[config.mk]
export PLATFORM = sky130hd
export DESIGN_NAME = cscore_counter
export DESIGN_NICKNAME = d
export VERILOG_FILES = /design/src/rtl/cscore_counter.sv
export SDC_FILE = /design/constraint.sdc
export NUM_CORES = 1
export LEC_CHECK = 0
export BUFFER_PORTS_ARGS = -buffer_cell sky130_fd_sc_hd__clkbuf_2
export CORE_UTILIZATION = 37
export CTS_CLUSTER_DIAMETER = 30
export CTS_CLUSTER_SIZE = 28
export DETAILED_ROUTE_END_ITERATION = 10
export GPL_TIMING_DRIVEN = 0
export PLACE_DENSITY = 0.69
export SYNTH_ARGS = -nofsm -noshare
export SYNTH_HDL_FRONTEND = slang
export SYNTH_SLANG_ARGS = --single-unit
export TNS_END_PERCENT = 5
[constraint.sdc]
create_clock -name clk -period 1.3 [get_ports clk]
set_input_delay 0.065 -clock clk [delete_from_list [all_inputs] [get_ports clk]]
set_output_delay 0.065 -clock clk [all_outputs]
set_load 0.05 [all_outputs]
[src/rtl/cscore_counter.sv]
// Streaming counter of "cscore" occurrences in a byte stream, one char per clock.
// Optional build macro: CSCORE_CASE_INSENSITIVE_EN folds A-Z to lowercase before matching.
module cscore_counter #(
  parameter int CNT_W = 8
) (
  input  logic             clk,
  input  logic             reset,
  input  logic [7:0]       char,
  output logic [CNT_W-1:0] out
);

  // No handshake: every rising edge of clk consumes exactly one char, and out
  // is a plain registered value with no valid qualifier.

  typedef enum logic [2:0] {
    IDLE  = 3'd0,
    C     = 3'd1,
    CS    = 3'd2,
    CSC   = 3'd3,
    CSCO  = 3'd4,
    CSCOR = 3'd5
  } state_t;

  localparam logic [7:0] CH_C = 8'h63;
  localparam logic [7:0] CH_S = 8'h73;
  localparam logic [7:0] CH_O = 8'h6F;
  localparam logic [7:0] CH_R = 8'h72;
  localparam logic [7:0] CH_E = 8'h65;

  state_t     state;
  state_t     state_next;
  logic       hit;
  logic [7:0] ch;

  always_comb begin
    ch = char;
`ifdef CSCORE_CASE_INSENSITIVE_EN
    if (char >= 8'h41 && char <= 8'h5A) ch = char + 8'h20;
`endif
  end

  // Next state is the longest prefix of "cscore" that is a suffix of the input seen so far.
  always_comb begin
    state_next = IDLE;
    hit        = 1'b0;
    unique case (state)
      IDLE: begin
        if (ch == CH_C) state_next = C;
      end
      C: begin
        if (ch == CH_S)      state_next = CS;
        else if (ch == CH_C) state_next = C;
      end
      CS: begin
        if (ch == CH_C) state_next = CSC;
      end
      CSC: begin
        if (ch == CH_O)      state_next = CSCO;
        else if (ch == CH_S) state_next = CS;
        else if (ch == CH_C) state_next = C;
      end
      CSCO: begin
        if (ch == CH_R)      state_next = CSCOR;
        else if (ch == CH_C) state_next = C;
      end
      CSCOR: begin
        if (ch == CH_E) begin
          state_next = IDLE;
          hit        = 1'b1;
        end else if (ch == CH_C) begin
          state_next = C;
        end
      end
      default: state_next = IDLE;
    endcase
  end

  always_ff @(posedge clk or posedge reset) begin
    if (reset) state <= IDLE;
    else       state <= state_next;
  end

  // Saturating count: once all ones, further matches are ignored.
  always_ff @(posedge clk or posedge reset) begin
    if (reset)                   out <= '0;
    else if (hit && (out != '1)) out <= out + 1'b1;
  end

endmodule

; ---- Word level (Yosys, flattened, before mapping)
; Cells that the tools add are included.
[totals]
register_bits = 11
latchBits = 0
mem_bits_rw = 0
rom_bits = 0
out_inout_bits = 8
wordCells = 25
n_memories = 0
[op_classes]
n_addsub = 1
n_mul = 0
div = 0
order_cmp = 0
eq_ne = 11
n_shift = 0
mux = 9
bitwise_logic = 0
reduce_logical = 2
[ops]
columns = operator, n
row1 = == test 8 x 7 -> 1 bit (second input constant), 5
row2 = one-hot mux 3 bit (6 select lines), 1
row3 = two-way mux 3 bit, 3
row4 = adder 8 x 1 -> 8 bit (second input constant), 1
row5 = != test 8 bit (second input constant), 1
row6 = == test 3 x 2 -> 1 bit (second input constant), 2
row7 = == test 3 bit (second input constant), 2
row8 = two-way mux 2 bit, 2
row9 = == test 3 x 1 -> 1 bit (second input constant), 1
row10 = logical NOT 3 bit, 1
row11 = two-way mux 1 bit, 3
row12 = logical AND 1 bit, 1

; ---- Longest topological paths before layout
; Gate-level depths: netlist (run 1).
[logic_depth]
depth_word = 5
depth_mapped = 5
ltp_nobuf = 4

; ---- Worst setup path after synthesis (run 1)
; Ideal clock, no wire load.
[synth_path]
kind = flip-flop to flip-flop
startpoint = reg out[2]
endpoint = reg out[1]
setup_ns = 0.125
t_arrival_ns = 1.658
path_slack_ns = -0.483
stages_incl_launch_ff = 6
n_path_buf = 1
path_cell_list = dfrtp_1 and4_1 and4_4 buf_6 nor2_4 mux2_4
[synth_via]
elab_chain_len = 2
[synth_lines]
columns = item, line_no
row1 = from (decl), 9  ; output logic [CNT_W-1:0] out
row2 = from (signal assigned), 86  ; else if (hit && (out != '1)) out <= out + 1'b1;
row3 = != test 8 bit, 86
row4 = logical AND 1 bit, 86
; No other way between the ends.
; A chain may end at the register's enable or synchronous reset.

; ---- Worst setup path in the final report (run 1)
[layout_path]
startpoint = reg state[1]
endpoint = reg out[1]
[layout_via]
elab_chain_len = 3
[layout_lines]
columns = item, line_no
row1 = from (decl), 30  ; state_t state;
row2 = from (signal assigned), 80  ; else state <= state_next;
row3 = == test 3 bit, 46  ; unique case (state)
row4 = two-way mux 1 bit, 46
row5 = logical AND 1 bit, 86
; No other way between the ends.

==> impl_metrics.py, run 1 <==
metrics = {
    "worst_setup_path": {
        "required_ns": 1.45,
        "start_kind": "flop",
        "crit_fanout": 7,
        "crit_family": "simple AND/OR/NAND/NOR gates",
        "worstPathArrival_ns": 1.65,
        "crit_chain": "nor4b_4 > nand3_4 > nor2_4 > mux2_4",
        "path_class": "reg2reg",
        "endpoint_kind": "flop",
        "ff2ff_path_depth": 4,
        "cpPeakStageDelay_ns": 0.45,
        "r2r_end": "out[1]",
        "path_buf_inv": 0,
        "rr_startpoint": "state[1]",
        "cpMaxStageDelayCell": "dfrtp_2",
        "cp_num_cells": 4,
        "r2r_slack_ns": -0.19,
    },
    "global_routing": {
        "grt_max_degree": 12,
        "grt_pass1_wl_um": 1970,
        "grt_usage_pct": 14.1,
        "antenna_found_initial": 0,
        "use_met1_pct": 16.4,
        "use_met2_pct": 22.7,
        "grt_overflow_total": 0,
        "grt_util_met3_pct": 6.25,
        "grt_pass1_vias": 475,
        "grt.busiest_layer": "met2",
    },
    "sta": {
        "fmax_mhz": 669,
        "final.min_clock_period_ns": 1.49,
        "worstMarginPinSlew_ns": 0.424,
        "finalSetupViolations": 8,
        "slew_violations": 0,
        "rsz0062_at_grt": "true",
        "setup_ws_ns": -0.194,
        "slew_headroom_pct": 71.7,
        "finalCritPeriodShare_pct": 115,
        "whs_ns": 0.0686,
        "finalHoldViolCount": 0,
        "clock-skew-final_ns": 0.000269,
    },
    "yosys": {
        "synth_most_common_cell": "dfrtp_1",
        "async_flop_share_pct": 100,
        "yosysSeqAreaShare_pct": 42.5,
        "synth_area_um2": 648,
        "synth_top_area_cell": "dfrtp_1",
        "ys_types": 27,
        "synth_nets": 65,
        "synth_edf_count": 0,
        "synth_seq_cells": 11,
        "synthTopCellsByCount": "dfrtp_1 (11), nand2_1 (6), xor2_1 (6)",
        "synthDominantCellAreaShare_pct": 42.5,
        "synthFlopType": "dfrtp_1",
        "ys_warn_count": 0,
        "synthTopCellsByArea": "dfrtp_1 (42%), xor2_1 (8.1%), nor4b_4 (7.3%)",
        "syn_avg_cell_area_um2": 12.0,
        "postSynthCellCount": 54,
    },
    "route": {
        "finalWirelength_um": 1130,
        "ant_nets": 0,
        "vias": 495,
        "drt_first_iter_violations": 5,
        "post_drt_wl_per_cell_um": 12.2,
        "via_per_inst": 5.32,
        "dr.pass1.iters": 6,
        "drcViolationCount": 0,
    },
    "clock_network": {
        "cts.sinks": 11,
        "clk_path_buf_depth": 2,
        "tritoncts": "built",
        "cts_root_buf": "clkbuf_4",
        "clk_latency_ns": 0.27,
        "cts_made_buffers": 3,
        "clk_pin_slew_worst_paths_ns": 0.06,
        "htreeDepth": 1,
    },
    "power": {
        "finalPower_w": 0.000601,
        "leakage_nw": 0.368,
        "ir_drop_v": 0.000547,
        "powerDensity_mw_per_mm2": 730,
    },
    "place": {
        "port_buffers": 17,
        "gp_congestion": 0.767,
        "preCtsSetupSlack_ns": -0.217,
    },
    "floorplanning": {
        "dieArea_mm2": 0.00192,
        "fp.dieH_um": 43.9,
        "die_w_um": 43.9,
        "core-area_mm2": 0.00158,
        "initial_core_util_pct": 41.1,
        "pin_count": 18,
        "rows": 14,
    },
    "final_layout": {
        "drive_above_1_share_pct": 54.5,
        "nets": 89,
        "syn_to_final_growth_pct": 27.0,
        "diodes": 0,
    },
    "job": {
        "maxCapViolCount": 0,
    },
    "hold_path": {
        "worstHoldStart": "char[0]",
        "hp-class": "in2reg",
        "hold_path_depth": 2,
        "hold_end": "state[1]",
    },
    "run_status": {
        "outcome": "complete, but fails checks",
        "violations": "negative setup slack",
    },
}
==> metal layers <==
layer / up-vias / share of wire (%)
met5: - / 0
met4: 0 / 0.88
met3: 2 / 5.0
met2: 10 / 47
met1: 241 / 47
li1: 242 / -
==> how the worst max path moves through the flow <==
stage	start	endpoint	slack, ns
finish	state[1]	out[1]	-0.19
CTS	state[1]	out[6]	-0.22
floorplan	out[2]	out[1]	-0.30
global placement	out[3]	out[1]	-0.21
global route	state[1]	out[6]	-0.29
detailed placement	out[0]	out[1]	-0.22
==> stage by stage <==
stage / TNS, ns / cell area (um^2) / cells / util (%)
6_report: -0.941 / 823 / 93 / 52.2
5_1_grt: -1.73 / 823 / 93 / 52.2
4_1_cts: -1.10 / 821 / 93 / 52.1
3_5_place_dp: -1.17 / 761 / 87 / 48.3
3_3_place_gp: -1.04 / 761 / 87 / 48.3
2_1_floorplan: -1.61 / 656 / 54 / -
==> repair_timing <==
action,in CTS,in global routing
endpoints found under the setup margin,8,8
resized for setup,4,1
pin swaps,3,2
buffers inserted,1,0
hold buffers,1,0
hold endpoints to repair,11,0
==> cell type report <==
| cell class | count | area, um^2 |
|---|---|---|
| well taps | 16 | 20.0 |
| repair buffers | 19 | 103 |
| clock buffers | 4 | 26.3 |
| flip-flops and latches | 11 | 284 |
| inverters | 1 | 3.75 |
| plain buffers | 1 | 11.3 |
| multi-input cells | 41 | 375 |
| fillers | 144 | 753 |
==> placed cells by master, fill, tap and decap left out, drive strengths merged, types with 2 or more instances in the layout <==
master,n
a21oi,2
and4,2
nor4,2
nor3b,2
clkbuf,21
nand2,6
nor4b,4
nand3,4
nor2,3
buf,2
dfrtp,11
xor2,6
mux2,2
==> registers in the layout (all words and copies together), names as in the netlist <==
name,flops
out,8
state,3
==> where the power goes <==
| group | leakage (nW) | switching (W) | total [W] | internal, W |
|---|---|---|---|---|
| clock network | 0.0150 | 0.000106 | 0.000225 | 0.000119 |
| logic | 0.211 | 0.0000179 | 0.0000333 | 0.0000154 |
| registers | 0.142 | 0.0000000940 | 0.000342 | 0.000342 |
| total | 0.368 | 0.000124 | 0.000601 | 0.000476 |
==> kinds of logic after synthesis <==
logic type	Yosys count	share of synthesized area [%]
mux	2	4.05
buf+inv	2	2.32
simple gates	29	38.6
xor+xnor	6	8.11
compound gates	3	2.51
fa+ha+maj	1	1.93
flops	11	42.5
No activity file was read; power rests on OpenSTA's default activity.
==> run 2: changes to the inputs <==
Settings changed: PLACE_DENSITY 0.69 to 0.67.
Clock period 1.3 ns to 1.5 ns, I/O delays scaled along.
==> run 2 against run 1 <==
The run still ends with negative setup slack left. Largest power group unchanged. Sequential power decreased by 13%. First-iteration DRC count rose by 80%. Critical path depth is 1 higher. Clock power is 12% lower. Wire length increased by 12%. Worst setup slack improved by 0.18 ns. Fmax decreased by 1.4%. Combinational power is 13% lower. Power shrank 13%. Sequential share of layout area decreased by 0.77 points. Final area increased by 2.3%.
==> impl_metrics.py, run 2 (synthesized netlist as in run 1, its figures left out) <==
metrics = {
    "run_status": {
        "outcome": "complete, but fails checks",
        "violations": "negative setup slack",
    },
    "place": {
        "port_buffers": 17,
        "place_inst": 87,
        "dpl_cell_area_um2": 761,
        "gp_congestion": 0.765,
    },
    "global_routing": {
        "grt_pass1_wl_um": 2140,
        "grt_usage_pct": 16.2,
        "grt_overflow_total": 0,
        "antenna_found_initial": 0,
        "grt_max_degree": 12,
        "grt_pass1_vias": 495,
    },
    "worst_setup_path": {
        "path_buf_inv": 1,
        "worstPathArrival_ns": 1.67,
        "crit_chain": "and4_4 > and4_4 > buf_6 > nor2_4 > mux2_4",
        "worst_path_most_repeated_cell": "and4_4",
        "start_kind": "flop",
        "cpMaxStageDelayCell": "dfrtp_2",
        "rr_startpoint": "out[3]",
        "r2r_end": "out[1]",
        "path_class": "reg2reg",
        "cp-startpoint": "out[3]",
        "endpoint_kind": "flop",
        "crit_end": "out[1]",
        "cpPeakStageDelay_ns": 0.45,
        "crit_family": "simple AND/OR/NAND/NOR gates",
        "r2r_slack_ns": -0.02,
        "required_ns": 1.65,
        "cp_num_cells": 5,
        "crit_fanout": 6,
        "ff2ff_path_depth": 5,
    },
    "final_layout": {
        "final_util_pct": 53.4,
        "largest_reg_flops": 8,
        "regMostFlops": "out",
        "drive_above_1_share_pct": 55.1,
        "final_cells": 94,
        "final_common_cell": "clkbuf_2",
        "seq_area_um2": 284,
        "diodes": 0,
        "syn_to_final_growth_pct": 29.9,
        "final_cell_mix": "clkbuf_2 (17), dfrtp_2 (7), nand2_1 (6), xor2_1 (6), dfrtp_1 (4)",
        "nets": 90,
        "top_regs": "out: 8 flops, state: 3 flops",
        "fillers": 149,
        "multi_input_area_um2": 387,
        "final_area_um2": 842,
    },
    "sta": {
        "slew_headroom_pct": 72.8,
        "slew_violations": 0,
        "setup_ws_ns": -0.0157,
        "whs_ns": 0.0907,
        "finalSetupViolations": 2,
        "clock-skew-final_ns": 0.00345,
        "finalCritPeriodShare_pct": 101,
        "worstMarginPinSlew_ns": 0.408,
        "rsz0062_at_grt": "true",
        "finalHoldViolCount": 0,
        "fmax_mhz": 660,
        "final.min_clock_period_ns": 1.52,
    },
    "floorplanning": {
        "pin_count": 18,
        "fp.dieH_um": 43.9,
        "rows": 14,
        "die_w_um": 43.9,
        "core-area_mm2": 0.00158,
        "dieArea_mm2": 0.00192,
        "initial_core_util_pct": 41.1,
    },
    "power": {
        "seq_power_share_pct": 56.7,
        "ir_drop_v": 0.000425,
        "leakage_nw": 0.376,
        "switchingPower_w": 0.000111,
        "finalPower_w": 0.000523,
        "p_int_w": 0.000412,
        "clkPwrFrac_pct": 37.8,
        "switching_share_pct": 21.2,
        "powerDensity_mw_per_mm2": 621,
        "combPwrFrac_pct": 5.6,
    },
    "clock_network": {
        "clk_pin_slew_worst_paths_ns": 0.07,
        "tritoncts": "built",
        "cts_made_buffers": 3,
        "cts_root_buf": "clkbuf_4",
        "cts.sinks": 11,
        "clk_path_buf_depth": 2,
        "clk_latency_ns": 0.27,
        "htreeDepth": 1,
    },
    "route": {
        "finalWirelength_um": 1260,
        "vias": 500,
        "ant_nets": 0,
        "drt_first_iter_violations": 9,
        "dr.pass1.iters": 5,
        "post_drt_wl_per_cell_um": 13.4,
        "via_per_inst": 5.32,
        "drcViolationCount": 0,
    },
    "hold_path": {
        "hp-class": "in2reg",
    },
    "job": {
        "maxCapViolCount": 0,
    },
}
-- run 2: final cells by class --
class	count	area share (%)
Sequential cell	11	33.7
Tap cell	16	2.38
Buffer	1	1.34
Clock buffer	4	3.12
Timing Repair Buffer	20	13.1
Inverter	1	0.446
Multi-Input combinational cell	41	45.9
-- run 2: layer usage --
layer | track usage [%] | share of wire (%) | up-vias
met2 | 23.6 | 45 | 11
met5 | 0 | 0 | -
li1 | - | - | 247
met1 | 18.8 | 48 | 237
met4 | 10.3 | 2.0 | 0
met3 | 7.92 | 5.4 | 5
-- run 2: stage by stage --
step / setup TNS (ns) / worst slack [ns]
floorplan: -0.186 / -0.105
global placement: -0.0141 / -0.0141
detailed placement: -0.0521 / -0.0304
CTS: -0.100 / -0.0365
global route: -0.365 / -0.0853
finish: -0.0258 / -0.0157
-- run 2: what timing repair did --
action / 4_1_cts / 5_1_grt
resized for setup: 6 / 1
buffers inserted: 2 / 0
pin swaps: 4 / 3
hold endpoints to repair: 11 / 0
hold buffers: 1 / 0
endpoints found under the setup margin: 4 / 8
-- run 2: worst min path at each step --
stage | from | end | slack (ns) | depth (start not counted)
detailed placement | reset | state[2] | 0.06 | 2
global placement | reset | state[2] | 0.06 | 2
floorplan | reset | out[6] | -0.07 | 1
finish | char[0] | state[1] | 0.09 | 2
CTS | char[0] | state[1] | 0.08 | 2
global route | char[0] | state[1] | 0.08 | 2
-- run 2: power by group through the flow --
stage | logic (W) | clock network [W] | registers [W]
floorplan | 0.00000976 | 0 | 0.000302
global placement | 0.0000267 | 0 | 0.000302
detailed placement | 0.0000279 | 0 | 0.000302
CTS | 0.0000300 | 0.000207 | 0.000296
global route | 0.0000334 | 0.000223 | 0.000296
finish | 0.0000291 | 0.000198 | 0.000297
==> run 3: changes to the inputs <==
Settings changed: CORE_UTILIZATION 37 to 41, PLACE_DENSITY 0.67 to 0.72.
==> run 3 against run 2 <==
The run now ends clean. Count of clock-buffer cells in the layout unchanged. Cell count down 2.1%. Combinational power about the same. Sequential power about the same. Wire length down 15%. Via count down 4.2%. Clock skew up 0.0024 ns. Critical path type unchanged. Critical endpoint unchanged. Largest power group unchanged.
==> impl_metrics.py, run 3 (synthesized netlist as in run 1, its figures left out) <==
metrics = {
    "route": {
        "vias": 479,
        "post_drt_wl_per_cell_um": 11.7,
        "drcViolationCount": 0,
        "via_per_inst": 5.21,
        "finalWirelength_um": 1080,
        "ant_nets": 0,
        "drt_first_iter_violations": 3,
        "dr.pass1.iters": 4,
    },
    "worst_setup_path": {
        "endpoint_kind": "flop",
        "crit_fanout": 6,
        "path_class": "reg2reg",
        "worstPathArrival_ns": 1.63,
        "required_ns": 1.64,
        "start_kind": "flop",
    },
    "sta": {
        "clock-skew-final_ns": 0.00585,
        "totalNegativeSetupSlack_ns": 0,
        "worstMarginPinSlew_ns": 0.409,
        "slew_headroom_pct": 72.7,
        "finalCritPeriodShare_pct": 99.1,
        "final.min_clock_period_ns": 1.49,
        "slew_violations": 0,
        "finalHoldViolCount": 0,
        "setup_ws_ns": 0.0138,
        "rsz0062_at_grt": "true",
        "finalSetupViolations": 0,
        "fmax_mhz": 673,
    },
    "power": {
        "ir_drop_v": 0.000406,
        "powerDensity_mw_per_mm2": 624,
        "leakage_nw": 0.368,
    },
    "final_layout": {
        "top_regs": "out: 8 flops, state: 3 flops",
        "regMostFlops": "out",
        "diodes": 0,
        "drive_above_1_share_pct": 54.5,
        "nets": 89,
        "final_cell_mix": "clkbuf_2 (17), dfrtp_2 (7), nand2_1 (6), xor2_1 (6), dfrtp_1 (4)",
        "final_common_cell": "clkbuf_2",
        "syn_to_final_growth_pct": 27.4,
        "largest_reg_flops": 8,
    },
    "place": {
        "gp_congestion": 0.791,
        "dpl.hpwl_um": 846,
        "preCtsSetupSlack_ns": -0.0247,
        "port_buffers": 17,
    },
    "clock_network": {
        "tritoncts": "built",
        "cts.sinks": 11,
        "cts_root_buf": "clkbuf_4",
        "clk_latency_ns": 0.26,
        "clk_path_buf_depth": 2,
        "htreeDepth": 1,
        "cts_made_buffers": 3,
        "clk_pin_slew_worst_paths_ns": 0.07,
    },
    "floorplanning": {
        "pin_count": 18,
        "initial_core_util_pct": 46.9,
        "rows": 13,
        "dieArea_mm2": 0.00174,
        "fp.dieH_um": 41.8,
        "core-area_mm2": 0.00138,
        "die_w_um": 41.8,
    },
    "run_status": {
        "outcome": "finished, final reports clean",
    },
    "job": {
        "maxCapViolCount": 0,
    },
    "global_routing": {
        "grt_overflow_total": 0,
        "grt_pass1_vias": 467,
        "grt_max_degree": 12,
        "grt_pass1_wl_um": 1920,
        "grt_usage_pct": 14.3,
        "antenna_found_initial": 0,
    },
    "hold_path": {
        "hp-class": "in2reg",
    },
}
[run 3: where the power goes]
part,total [W],internal [W],switching [W]
combinational,0.0000288,0.0000133,0.0000155
sequential,0.000297,0.000297,0.0000000794
clock,0.000190,0.000103,0.0000877
[run 3: cell type report]
type	count	area (um^2)
multi-input cells	41	379
fillers	125	557
flip-flops and latches	11	284
clock buffers	4	26.3
plain buffers	1	11.3
well taps	15	18.8
inverters	1	3.75
repair buffers	19	103
[run 3: final timing paths]
kind	startpoint	depth (start not counted)	to	slack (ns)
worst max-delay path	out[4]	5	out[1]	0.01
worst min-delay path	char[0]	2	state[1]	0.1
worst max register to register	out[4]	5	out[1]	0.01
worst min register to register	out[5]	1	out[5]	0.47
max in group asynchronous	reset	3	state[1]	0.86
min in group asynchronous	reset	3	state[2]	0.33
[run 3: per-stage QoR]
step | cell area, um^2 | cells | total power, W | util [%] | hold WS [ns]
after floorplan | 656 | 54 | 0.000312 | - | -0.0730
after global placement | 759 | 86 | 0.000329 | 54.9 | 0.0618
after detailed placement | 759 | 86 | 0.000329 | 54.9 | 0.0664
after CTS | 801 | 91 | 0.000526 | 57.9 | 0.0916
after global routing | 826 | 92 | 0.000547 | 59.7 | 0.0993
final | 826 | 92 | 0.000516 | 59.7 | 0.0979
[run 3: critical path, cell delays in order, from the launching register on]
cell and delay [ns]:
dfrtp_2 0.43, and4_4 0.21, and4_4 0.18, buf_6 0.13, nor2_4 0.10, mux2_4 0.30
[run 3: what timing repair did]
action                                 4_1_cts  5_1_grt
resized for setup                            2        4
setup endpoints to repair                    3        6
hold buffers                                 1        0
endpoints found under the hold margin       11        0
pin swaps                                    0        1
gates cloned                                 0        0
buffers inserted                             0        1
[run 3: per-layer routing]
layer / vias up / wire length [um] / global-route usage (%)
li1: 246 / - / -
met1: 222 / 533 / 17.3
met2: 11 / 492 / 22.8
met3: 0 / 52 / 6.52
met4: 0 / 0 / 3.87
met5: - / 0 / 0
